--- src/rtl/avalon_mem_master.sv ---
// Avalon-MM bus master: turns one core load/store into one Avalon transfer,
// stalls on waitrequest, flags misaligned accesses and bus timeouts, and
// returns lane-extracted, sign/zero-extended load data.
module avalon_mem_master #(
  parameter int TIMEOUT = 64,
  parameter int CNT_W   = 8
) (
  input  logic        clk,
  input  logic        reset,
  input  logic        req_valid,
  output logic        req_ready,
  input  logic        req_write,
  input  logic [31:0] req_addr,
  input  logic [1:0]  req_size,
  input  logic        req_signed,
  input  logic [31:0] req_wdata,
  output logic        resp_valid,
  output logic [31:0] resp_rdata,
  output logic        resp_err,
  output logic [31:0] address,
  output logic        read,
  output logic        write,
  input  logic        waitrequest,
  output logic [31:0] writedata,
  output logic [3:0]  byteenable,
  input  logic [31:0] readdata
);

  typedef enum logic [1:0] {IDLE, BUS, RESP} state_t;

  localparam logic [CNT_W-1:0] TO_CNT = CNT_W'(TIMEOUT);

  state_t           state, state_nxt;
  logic [CNT_W-1:0] cnt, cnt_inc;
  logic [31:0]      rdata_q;
  logic [1:0]       lane_q, size_q;
  logic             signed_q, write_q, err_q;
  logic             misalign, timeout_hit;
  logic [3:0]       be_calc;
  logic [31:0]      shifted;

  // Size 3 is reserved and always rejected alongside unaligned half/word.
  assign misalign = (req_size == 2'd3)
                  | ((req_size == 2'd1) & req_addr[0])
                  | ((req_size == 2'd2) & (|req_addr[1:0]));

  assign cnt_inc     = cnt + 1'b1;
  // Abort on the wait cycle that brings the count up to TIMEOUT.
  assign timeout_hit = (TIMEOUT != 0) && waitrequest && (cnt_inc == TO_CNT);

  // Byte-lane enables for the accepted request (little-endian lanes).
  always_comb begin
    be_calc = 4'b1111;
    case (req_size)
      2'd0:    be_calc = 4'b0001 << req_addr[1:0];
      2'd1:    be_calc = req_addr[1] ? 4'b1100 : 4'b0011;
      default: be_calc = 4'b1111;
    endcase
  end

  // State register.
  always_ff @(posedge clk) begin
    if (reset) state <= IDLE;
    else       state <= state_nxt;
  end

  // Next-state logic.
  always_comb begin
    state_nxt = state;
    case (state)
      IDLE:    if (req_valid) state_nxt = misalign ? RESP : BUS;
      BUS:     if (!waitrequest || timeout_hit) state_nxt = RESP;
      RESP:    state_nxt = IDLE;
      default: state_nxt = IDLE;
    endcase
  end

  // Request latch, Avalon output registers, read capture and wait counter.
  always_ff @(posedge clk) begin
    if (reset) begin
      address    <= '0;
      read       <= 1'b0;
      write      <= 1'b0;
      writedata  <= '0;
      byteenable <= '0;
      rdata_q    <= '0;
      lane_q     <= '0;
      size_q     <= '0;
      signed_q   <= 1'b0;
      write_q    <= 1'b0;
      err_q      <= 1'b0;
      cnt        <= '0;
    end else begin
      case (state)
        IDLE: begin
          cnt <= '0;
          if (req_valid) begin
            lane_q   <= req_addr[1:0];
            size_q   <= req_size;
            signed_q <= req_signed;
            write_q  <= req_write;
            err_q    <= misalign;
            rdata_q  <= '0;
            if (!misalign) begin
              address    <= {req_addr[31:2], 2'b00};
              byteenable <= be_calc;
              writedata  <= req_wdata << {req_addr[1:0], 3'b000};
              read       <= !req_write;
              write      <= req_write;
            end
          end
        end
        BUS: begin
          if (!waitrequest) begin
            if (read) rdata_q <= readdata;
            read  <= 1'b0;
            write <= 1'b0;
            cnt   <= '0;
          end else if (timeout_hit) begin
            read  <= 1'b0;
            write <= 1'b0;
            err_q <= 1'b1;
            cnt   <= '0;
          end else begin
            cnt <= cnt_inc;
          end
        end
        default: cnt <= '0;
      endcase
    end
  end

  assign shifted = rdata_q >> {lane_q, 3'b000};

  // Handshake and response outputs; load data is extended only on success.
  always_comb begin
    req_ready  = (state == IDLE);
    resp_valid = (state == RESP);
    resp_err   = (state == RESP) && err_q;
    resp_rdata = '0;
    if ((state == RESP) && !err_q && !write_q) begin
      case (size_q)
        2'd0:    resp_rdata = {{24{signed_q & shifted[7]}},  shifted[7:0]};
        2'd1:    resp_rdata = {{16{signed_q & shifted[15]}}, shifted[15:0]};
        default: resp_rdata = shifted;
      endcase
    end
  end

endmodule
--- config.mk ---
export PLATFORM = sky130hd
export DESIGN_NAME = avalon_mem_master
export DESIGN_NICKNAME = d
export VERILOG_FILES = /design/src/rtl/avalon_mem_master.sv
export SDC_FILE = /design/constraint.sdc
export NUM_CORES = 1
export LEC_CHECK = 0
export CAP_MARGIN = 20
export CORE_MARGIN = 2
export CORE_UTILIZATION = 44
export CTS_CLUSTER_DIAMETER = 150
export DETAILED_ROUTE_END_ITERATION = 10
export PLACE_DENSITY = 0.93
export SYNTH_ARGS = -nofsm -noshare
export SYNTH_HDL_FRONTEND = slang
export SYNTH_SLANG_ARGS = --single-unit
--- constraint.sdc ---
create_clock -name clk -period 2.7 [get_ports clk]
set_input_delay 0.81 -clock clk [delete_from_list [all_inputs] [get_ports clk]]
set_output_delay 0.81 -clock clk [all_outputs]
set_load 0.02 [all_outputs]
==> out/qor.csv <==
metric,value,unit
outcome,"finished, violations left",
failed_checks,setup timing,
areaGrowthSynthToFinish,55.9,%
cts.path.max_buffers,2,
worstMarginPinSlew,0.595,ns
max_freq,329,MHz
critPathKind,flop to primary output,
cp_slowest_cell,mux4_2,
synth_edf_count,0,
htreeDepth,4,
syn_area,0.00539,mm²
hp-class,flop to flop,
fin_nets,993,
hold_viol,0,
dp_hpwl,11600,µm
cts_tree,built,
power.leakage,0.00312,µW
yosysWarnings,0,
ys_types,41,
start_kind,flop,
antenna_cells,0,
io_buffers,206,
fin_area,0.00840,mm²
start_util,45.0,%
coreArea,0.0120,mm²
drc,0,
ys_seq_area_share,43.5,%
period_needed,3.04,ns
antenna_found_initial,0,
postSynthAreaPerCell,7.91,µm²
vias,5709,
timing.hold.ws,0.451,ns
drt_iter0_markers,420,
netlist_instances,681,
dp_cells,1004,
cts_sinks,117,
grt_use_total,25.6,%
io_pins,209,
setup_ws,-0.339,ns
fp-row-count,40,
cts.clk_slew.worst_paths,0.05,ns
cpPeakStageDelay,0.48,ns
final_common_cell,clkdlybuf4s50_1,
synth_flop_cell,dfxtp_1,
viasPerCell,5.45,
drtAntennaViolNets,0,
power.total,4810,µW
cts_inserted_buffers,17,
vdd_ir_drop_max,427,µV
maxCapViolations,0,
wl,17500,µm
die-area,0.0131,mm²
crit_path_max_fanout,8,
routedWlPerCell,16.7,µm
drt-pass1-iter-count,5,
power.density,573,mW/mm²
rsz0062_at_grt,true,
fin_skew,0.0110,ns
clk_latency,0.41,ns
grt_pass1_wl,26500,µm
die_h,115,µm
final_cells,1047,
grt_pass1_vias,5521,
ctsRootBufferMaster,clkbuf_16,
fin_crit_sh,113,%
ys_ff_latch,117,
die_w,115,µm
end_kind,primary output,
routabilityCongestion,0.905,
gr-total-overflow,0,
cp_cell_sequence,mux2_4 -> mux4_2 -> a21oi_2 -> or2_4 -> buf_16 -> a21oi_1 -> buf_2,
drive_gt1_share,14.3,%
postSynth.asyncResetShare,0,%
maxSlewViolCount,0,
post_dp_cell_area,0.00768,mm²
grt_max_degree,58,
setup_viol,19,
cp.required,1.89,ns
final_cell_mix,"172 x clkdlybuf4s50_1, 116 x dfxtp_1, 108 x nand2_1, 92 x nor2_1, 75 x a21oi_1",
cp.arrival,2.23,ns
relSlewSlack,60.4,%
registers in the layout, summed over array words and instances, names as in the netlist:
signal      cells
rdata_q        32
writedata      32
address        30
cnt             8
byteenable      4
lane_q          2
size_q          2
state           2
err_q           1
read            1
signed_q        1
write           1
write_q         1
cell families (layout without fill, tap and decap cells):
group | count (synthesis) | in the layout | share of synthesized area (%)
simple gates | 280 | 280 | 22.5
compound gates | 182 | 182 | 21.1
flops | 117 | 117 | 43.5
buf+inv | 60 | 278 | 4.99
mux | 35 | 35 | 6.83
xor+xnor | 5 | 5 | 0.813
fa+ha+maj | 1 | 1 | 0.232
other cells | 1 | 2 | 0.0696
timing repair:
item | in CTS | in global routing
gates cloned | 1 | 1
hold buffers | 0 | 0
buffers inserted | 2 | 9
gates resized for setup | 135 | 42
endpoints found under the setup margin | 32 | 31
hold endpoints to repair | 0 | 0
pin swaps | 4 | 8
stage by stage:
stage	utilization [%]	setup slack [ns]	TNS [ns]
floorplan	-	0.107	0
global placement	64.2	-0.336	-6.72
detailed placement	64.2	-0.379	-7.66
CTS	69.0	-0.311	-5.24
global route	70.2	-0.415	-6.94
finish	70.2	-0.339	-5.23
Yosys cell counts, drive strengths merged, types with 2 or more instances:
cell	count	area [µm²]
nor2b	23	144
buf	18	111
xnor2	3	26.3
a21boi	2	15.0
clkbuf	42	158
nand3	12	60.1
nand2	108	405
mux2	4	45.0
mux2i	30	300
a211oi	42	315
o21ai	11	55.1
nand3b	2	15.0
dfxtp	117	2340
nor3	23	115
or2	2	12.5
a22oi	32	240
nor2	96	360
xor2	2	17.5
a21oi	82	410
and2	3	18.8
o21a	8	60.1
nand4	2	12.5
nor3b	2	20.0
nand2b	4	25.0
critical path, delay by kind of cell, from the launching register on:
kind,cells,cell delay [ns]
compound gates,2,0.17
buf+inv,2,0.29
flops,1,0.38
mux,2,0.80
simple gates,1,0.17
worst paths after layout:
kind	start	endpoint	slack [ns]	cells after the start
setup reg to reg	state[0]	byteenable[1]	1.00	7
setup / recovery	lane_q[0]	resp_rdata[28]	-0.34	7
hold reg to reg	address[21]	address[21]	0.45	2
hold / removal	address[21]	address[21]	0.45	2
per-layer routing:
metal  vias to the layer above  part of all wire [%]  track usage (%)
li1                       2770                     -                -
met1                      2593                    39             28.2
met2                       292                    48             43.6
met3                        54                   9.7             9.00
met4                         0                   3.4             13.2
met5                         -                     0                0
report_power, final:
group	internal [µW]	switching (µW)	leakage [µW]	total (µW)
Clock	1410	760	0.000284	2170
Combinational	390	413	0.00189	802
Sequential	1790	39.7	0.000951	1830
Total	3600	1210	0.00312	4810
cell type report:
class | count | area [µm²]
tap | 147 | 184
multi-input combinational | 505 | 2890
sequential | 117 | 2350
clock inverter | 10 | 105
timing repair buffer | 247 | 2400
fill | 849 | 3560
clock buffer | 21 | 470
(Power assumes the default switching activity.)
==> patch 1 (config.mk and constraints unchanged) <==
Reset style: asynchronous (`reset`), changed in 2 clocked blocks.
--- a/src/rtl/avalon_mem_master.sv
+++ b/src/rtl/avalon_mem_master.sv
@@ -60,5 +60,5 @@
 
   // State register.
-  always_ff @(posedge clk) begin
+  always_ff @(posedge clk or posedge reset) begin
     if (reset) state <= IDLE;
     else       state <= state_nxt;
@@ -77,5 +77,5 @@
 
   // Request latch, Avalon output registers, read capture and wait counter.
-  always_ff @(posedge clk) begin
+  always_ff @(posedge clk or posedge reset) begin
     if (reset) begin
       address    <= '0;
Function: differs if reset is asserted again (counterexample within 4 cycles, from zero or initial values and one cycle with reset high); with reset held inactive, the same outputs for 4 cycles.
==> patch 1 against the original RTL <==
The run still ends with setup timing left. Setup slack worse by 140 ps. First-iteration DRC count rose by 19%. Routed wire length up 24%. Synthesized area rose by 9.0%. Count of clock-buffer cells in the layout is 1 lower. Sequential cell count stayed put. Register-to-register slack got worse by 740 ps. Core utilization rose by 2.5 points. Cell area is 14% higher.
Power is not compared: it rests on default switching activity, and its combinational part moved more than twofold at a synthesized area within 25%.
==> patch 1: results (changes against the original RTL) <==
Hold path
  • Hold crit path type: flip-flop to flip-flop (unchanged)
  • Beginning of the worst hold path: writedata[7] (was address[21])
  • Hold Crit Endpoint: writedata[7] (was address[21])
  • Min-Delay Path Depth: 2 (unchanged)

Setup path
  • R2R Path End: rdata_q[7] (was byteenable[1])
  • Crit path from: state[0] (was lane_q[0])
  • Cell depth of the worst flop-to-flop path: 7 (unchanged)
  • Worst-path fanout max: 8 (unchanged)
  • Critical path endpoint: resp_rdata[31] (was resp_rdata[28])
  • Worst path max stage delay: 570 ps (was 480 ps)
  • Flop2flop setup slack: 260 ps (was 1000 ps)
  • Worst path slowest cell: or4b_4 (was mux4_2)

Finish
  • Fillers: 839 (was 849)
  • Nets: 964 (was 993)
  • Area taken by multi-input logic gates: 3059 um2 (was 2894 um2)
  • Layout cell share with drive strength beyond 1: 0.2296 (was 0.1433)

Drt
  • DR pass1 iterations: 7 (was 5)
  • Vias per cell: 5.659 (was 5.453)
  • Routed wire length: 21690 um (was 17500 um)
  • Drt initial violations: 498 (was 420)
  • Vias: 5931 (was 5709)

GRT
  • GRT Total Usage: 0.2877 (was 0.2563)
  • Initial antenna violation count: 1 (was 0)
  • Vias in the first global route: 6085 (was 5521)
  • Grt ovf: 0 (unchanged)
  • Largest net degree at the start of global routing: 118 (was 58)
  • Global-route wire length before repair: 31840 um (was 26540 um)

Run status
  • Outcome: finished with violations (unchanged)
  • Failing checks: setup timing (unchanged)

Clock tree
  • # H-tree levels: 4 (unchanged)
  • Setup Buffers After CTS: 7 (was 2)
  • # resized after CTS: 207 (was 135)

Logic synthesis
  • Commonest cells in the netlist: nand2_1 (160), dfrtp_1 (117), a22o_1 (35) (was dfxtp_1 (117), nand2_1 (108), nor2_1 (96))
  • Fraction of registers with async set/reset: 1.000 (was 0)
  • Xor and xnor fraction of the mapped netlist area: 0.008951 (was 0.008130)
  • Top cells by area, synth: dfrtp_1 (50%), nand2_1 (10%), a22o_1 (5.2%), mux2i_1 (4.6%), mux2_2 (3.3%) (was dfxtp_1 (43%), a21oi_1 (7.6%), nand2_1 (7.5%), nor2_1 (6.7%), a211oi_1 (5.9%))
  • Post-synthesis mux area share: 0.07864 (was 0.06829)
  • Seq/Total Area, Yosys: 0.4987 (was 0.4348)
  • Ys flop type: dfrtp_1 (was dfxtp_1)
  • Netlist cell types: 53 (was 41)
  • Adder-Cell Fraction of Synth Area: 0.002131 (was 0.002323)
  • Post-synthesis compound-gate area fraction: 0.1775 (was 0.2109)
  • Syn Area/Cell: 9.423 um2 (was 7.910 um2)

Place
  • Routability cong.: 0.8796 (was 0.9054)
  • DP Area: 8451 um2 (was 7676 um2)
  • Placed insts: 998 (was 1004)
  • IO buf count: 206 (unchanged)
  • Post-DP HPWL: 13520 um (was 11590 um)

Timing
  • Final Worst Setup Slack: -479.3 ps (was -339.2 ps)
  • Clk_skew: 16.93 ps (was 11.00 ps)
  • Setup TNS: -10650 ps (was -5228 ps)
  • Slew headroom: 0.2820 (was 0.6035)
  • Final Setup Violations: 32 (was 19)

Power
  • Leak: 4.219 nW
[patch 1: cell types whose count changed after synthesis, moves of 17 or more]
cell	change
nand2_1	+52
a21oi_1	-51
o21ai_0	+17
a22o_1	+35
dfrtp_1	+117
dfxtp_1	-117
a211oi_1	-17
nor2_1	-67
nor3_1	-22
a22oi_1	-32
[patch 1: worst max-delay path, delay by kind of cell, from the launching register on]
kind	cells	cell delay [ps]
buf+inv	3	510
compound gates	1	110
flops	1	400
simple gates	3	930
[patch 1: power groups by stage]
stage	Clock [W]	Sequential, W	Combinational [W]
6_report	0.00235	0.00287	0.00423
5_1_grt	0.00247	0.00293	0.00448
4_1_cts	0.00237	0.00283	0.00397
3_5_place_dp	0	0.00283	0.00386
3_3_place_gp	0	0.00279	0.00377
2_1_floorplan	0	0.00334	0.00138
[patch 1: cell type report]
type	instances	share of cell area
multi-input cells	453	0.3200
flip-flops and latches	117	0.3064
repair buffers	265	0.2832
clock buffers	20	0.04882
well taps	176	0.02304
clock inverters	11	0.01584
inverters	5	0.002356
diodes	1	0.0002618
[patch 1: per-stage QoR]
stage | hold WS, ps | worst slack [ps]
floorplan | 442.1 | -123.7
detailed placement | 454.7 | -523.4
global route | 484.8 | -527.5
CTS | 467.0 | -382.3
finish | 462.2 | -479.3
global placement | 449.5 | -397.1
[patch 1: per-layer routing]
metal	up-vias	share of wire	track usage
met3	64	0.090	0.1174
met5	-	0	0
met2	336	0.50	0.4807
li1	2629	-	-
met4	0	0.039	0.1257
met1	2902	0.37	0.3240
[patch 1: kinds of logic after synthesis]
group,after synthesis
xor+xnor,6
simple gates,250
buf+inv,55
compound gates,149
fa+ha+maj,1
mux,44
other cells,1
flops,117
==> patch 2 (config.mk and constraints unchanged) <==
Without the edit above. The parameter `CNT_W` goes from 8 to 12.
--- a/src/rtl/avalon_mem_master.sv
+++ b/src/rtl/avalon_mem_master.sv
@@ -4,5 +4,5 @@
 module avalon_mem_master #(
   parameter int TIMEOUT = 64,
-  parameter int CNT_W   = 8
+  parameter int CNT_W   = 12
 ) (
   input  logic        clk,
Behaviour: no difference found for any inputs over 4 cycles, from zero or initial values and one cycle with reset high; that may be too few to reach the edited logic, so the function may still have changed.
==> patch 2 against the original RTL <==
The flow still finishes with violations (setup timing). Maximum frequency grew 4.5%. Sequential cell count is 4 higher. Non-clock buffer count rose by 1. Routed wire length increased by 11%. Setup slack better by 130 ps. Sequential power rose by 4%. Clock power is 15% higher. Cell area rose by 5.0%. Synthesized cell count is 3.8% higher. Total power rose by 9.9%. Count of clock-buffer cells in the layout up 3. Synthesized area grew 4.1%. Critical path type unchanged.
==> patch 2: results (changes against the original RTL) <==
Finish
  • Fillers: 953 (was 849)
  • Layout cell share with drive strength beyond 1: 0.1672 (was 0.1433)
  • Area delta synth->final: 57.27% (was 55.94%)
  • Nets: 1025 (was 993)

Setup path
  • CP Data Arrival Time: 2100 ps (was 2230 ps)
  • Critical path endpoint: resp_rdata[30] (was resp_rdata[28])
  • Flop2flop setup slack: 600 ps (was 1000 ps)
  • R2R Path End: read (was byteenable[1])
  • Cell depth of the worst flop-to-flop path: 5 (was 7)
  • Start of the worst register-to-register path: cnt[3] (was state[0])

Logic synthesis
  • Post-synthesis compound-gate area fraction: 0.1856 (was 0.2109)
  • Seq/Total Area, Yosys: 0.4320 (was 0.4348)
  • Netlist cell types: 48 (was 41)
  • Commonest cells in the netlist: nand2_1 (159), dfxtp_1 (121), a21oi_1 (105) (was dfxtp_1 (117), nand2_1 (108), nor2_1 (96))
  • Post-synthesis mux area share: 0.08434 (was 0.06829)
  • Xor and xnor fraction of the mapped netlist area: 0.01406 (was 0.008130)
  • Adder-Cell Fraction of Synth Area: 0.002231 (was 0.002323)

Run status
  • Failing checks: setup timing (unchanged)
  • Outcome: finished with violations (unchanged)

Hold path
  • Beginning of the worst hold path: rdata_q[1] (was address[21])
  • Hold Crit Endpoint: rdata_q[1] (was address[21])

Place
  • Placed insts: 1071 (was 1004)
  • Post-DP HPWL: 13010 um (was 11590 um)
  • Pre-CTS setup slack: -377.3 ps (was -379.5 ps)
  • Routability cong.: 0.8662 (was 0.9054)
  • DP Area: 8031 um2 (was 7676 um2)

Timing
  • Clk_skew: 4.481 ps (was 11.00 ps)
  • Hold WS: 446.7 ps (was 451.4 ps)
  • Final Setup Violations: 21 (was 19)
  • Final Worst Setup Slack: -209.5 ps (was -339.2 ps)
  • Slew headroom: 0.4680 (was 0.6035)

GRT
  • Met3 usage in global routing: 0.09217 (was 0.08999)
  • Met1 Use GR: 0.3180 (was 0.2821)
  • GRT Total Usage: 0.2756 (was 0.2563)
  • Global-route wire length before repair: 29360 um (was 26540 um)
  • GR Util met2: 0.4547 (was 0.4355)
  • Vias in the first global route: 5848 (was 5521)

Power
  • IR drop worst, VDD: 0.3886 mV (was 0.4274 mV)
  • Leak: 3.134 nW (was 3.124 nW)

Drt
  • Routed wl met3: 1461 um (was 1691 um)
  • Vias: 6080 (was 5709)
  • Metal2 WL: 9682 um (was 8469 um)
  • Vias per cell: 5.502 (was 5.453)
  • Drt initial violations: 509 (was 420)

Clock tree
  • Setup Buffers After CTS: 1 (was 2)
==> patch 2: cell count changes after synthesis, sizes merged, moves of 12 or more <==
cell | unedited run | this run
a211oi | 42 | 16
a21oi | 82 | 105
a22oi | 32 | 0
buf | 18 | 30
clkbuf | 42 | 25
mux2 | 4 | 16
nand2 | 108 | 159
nand3 | 12 | 47
nor2 | 96 | 46
==> patch 2: layout make-up <==
cell class	count	share of cell area
well taps	172	0.02440
inverters	5	0.002128
clock inverters	8	0.01873
flip-flops and latches	121	0.2752
clock buffers	24	0.05462
repair buffers	248	0.2735
multi-input cells	527	0.3514
==> patch 2: power by group <==
part           switching (W)  total [W]  internal (W)
logic               0.000455   0.000871      0.000415
registers          0.0000495    0.00191       0.00186
clock network       0.000796    0.00250       0.00171
total                0.00130    0.00528       0.00398
==> patch 2: worst max-delay path, delay by kind of cell (launching register included) <==
kind	cells	cell delay [ps]
flops	1	370
buf+inv	2	310
simple gates	2	300
compound gates	2	210
mux	1	490
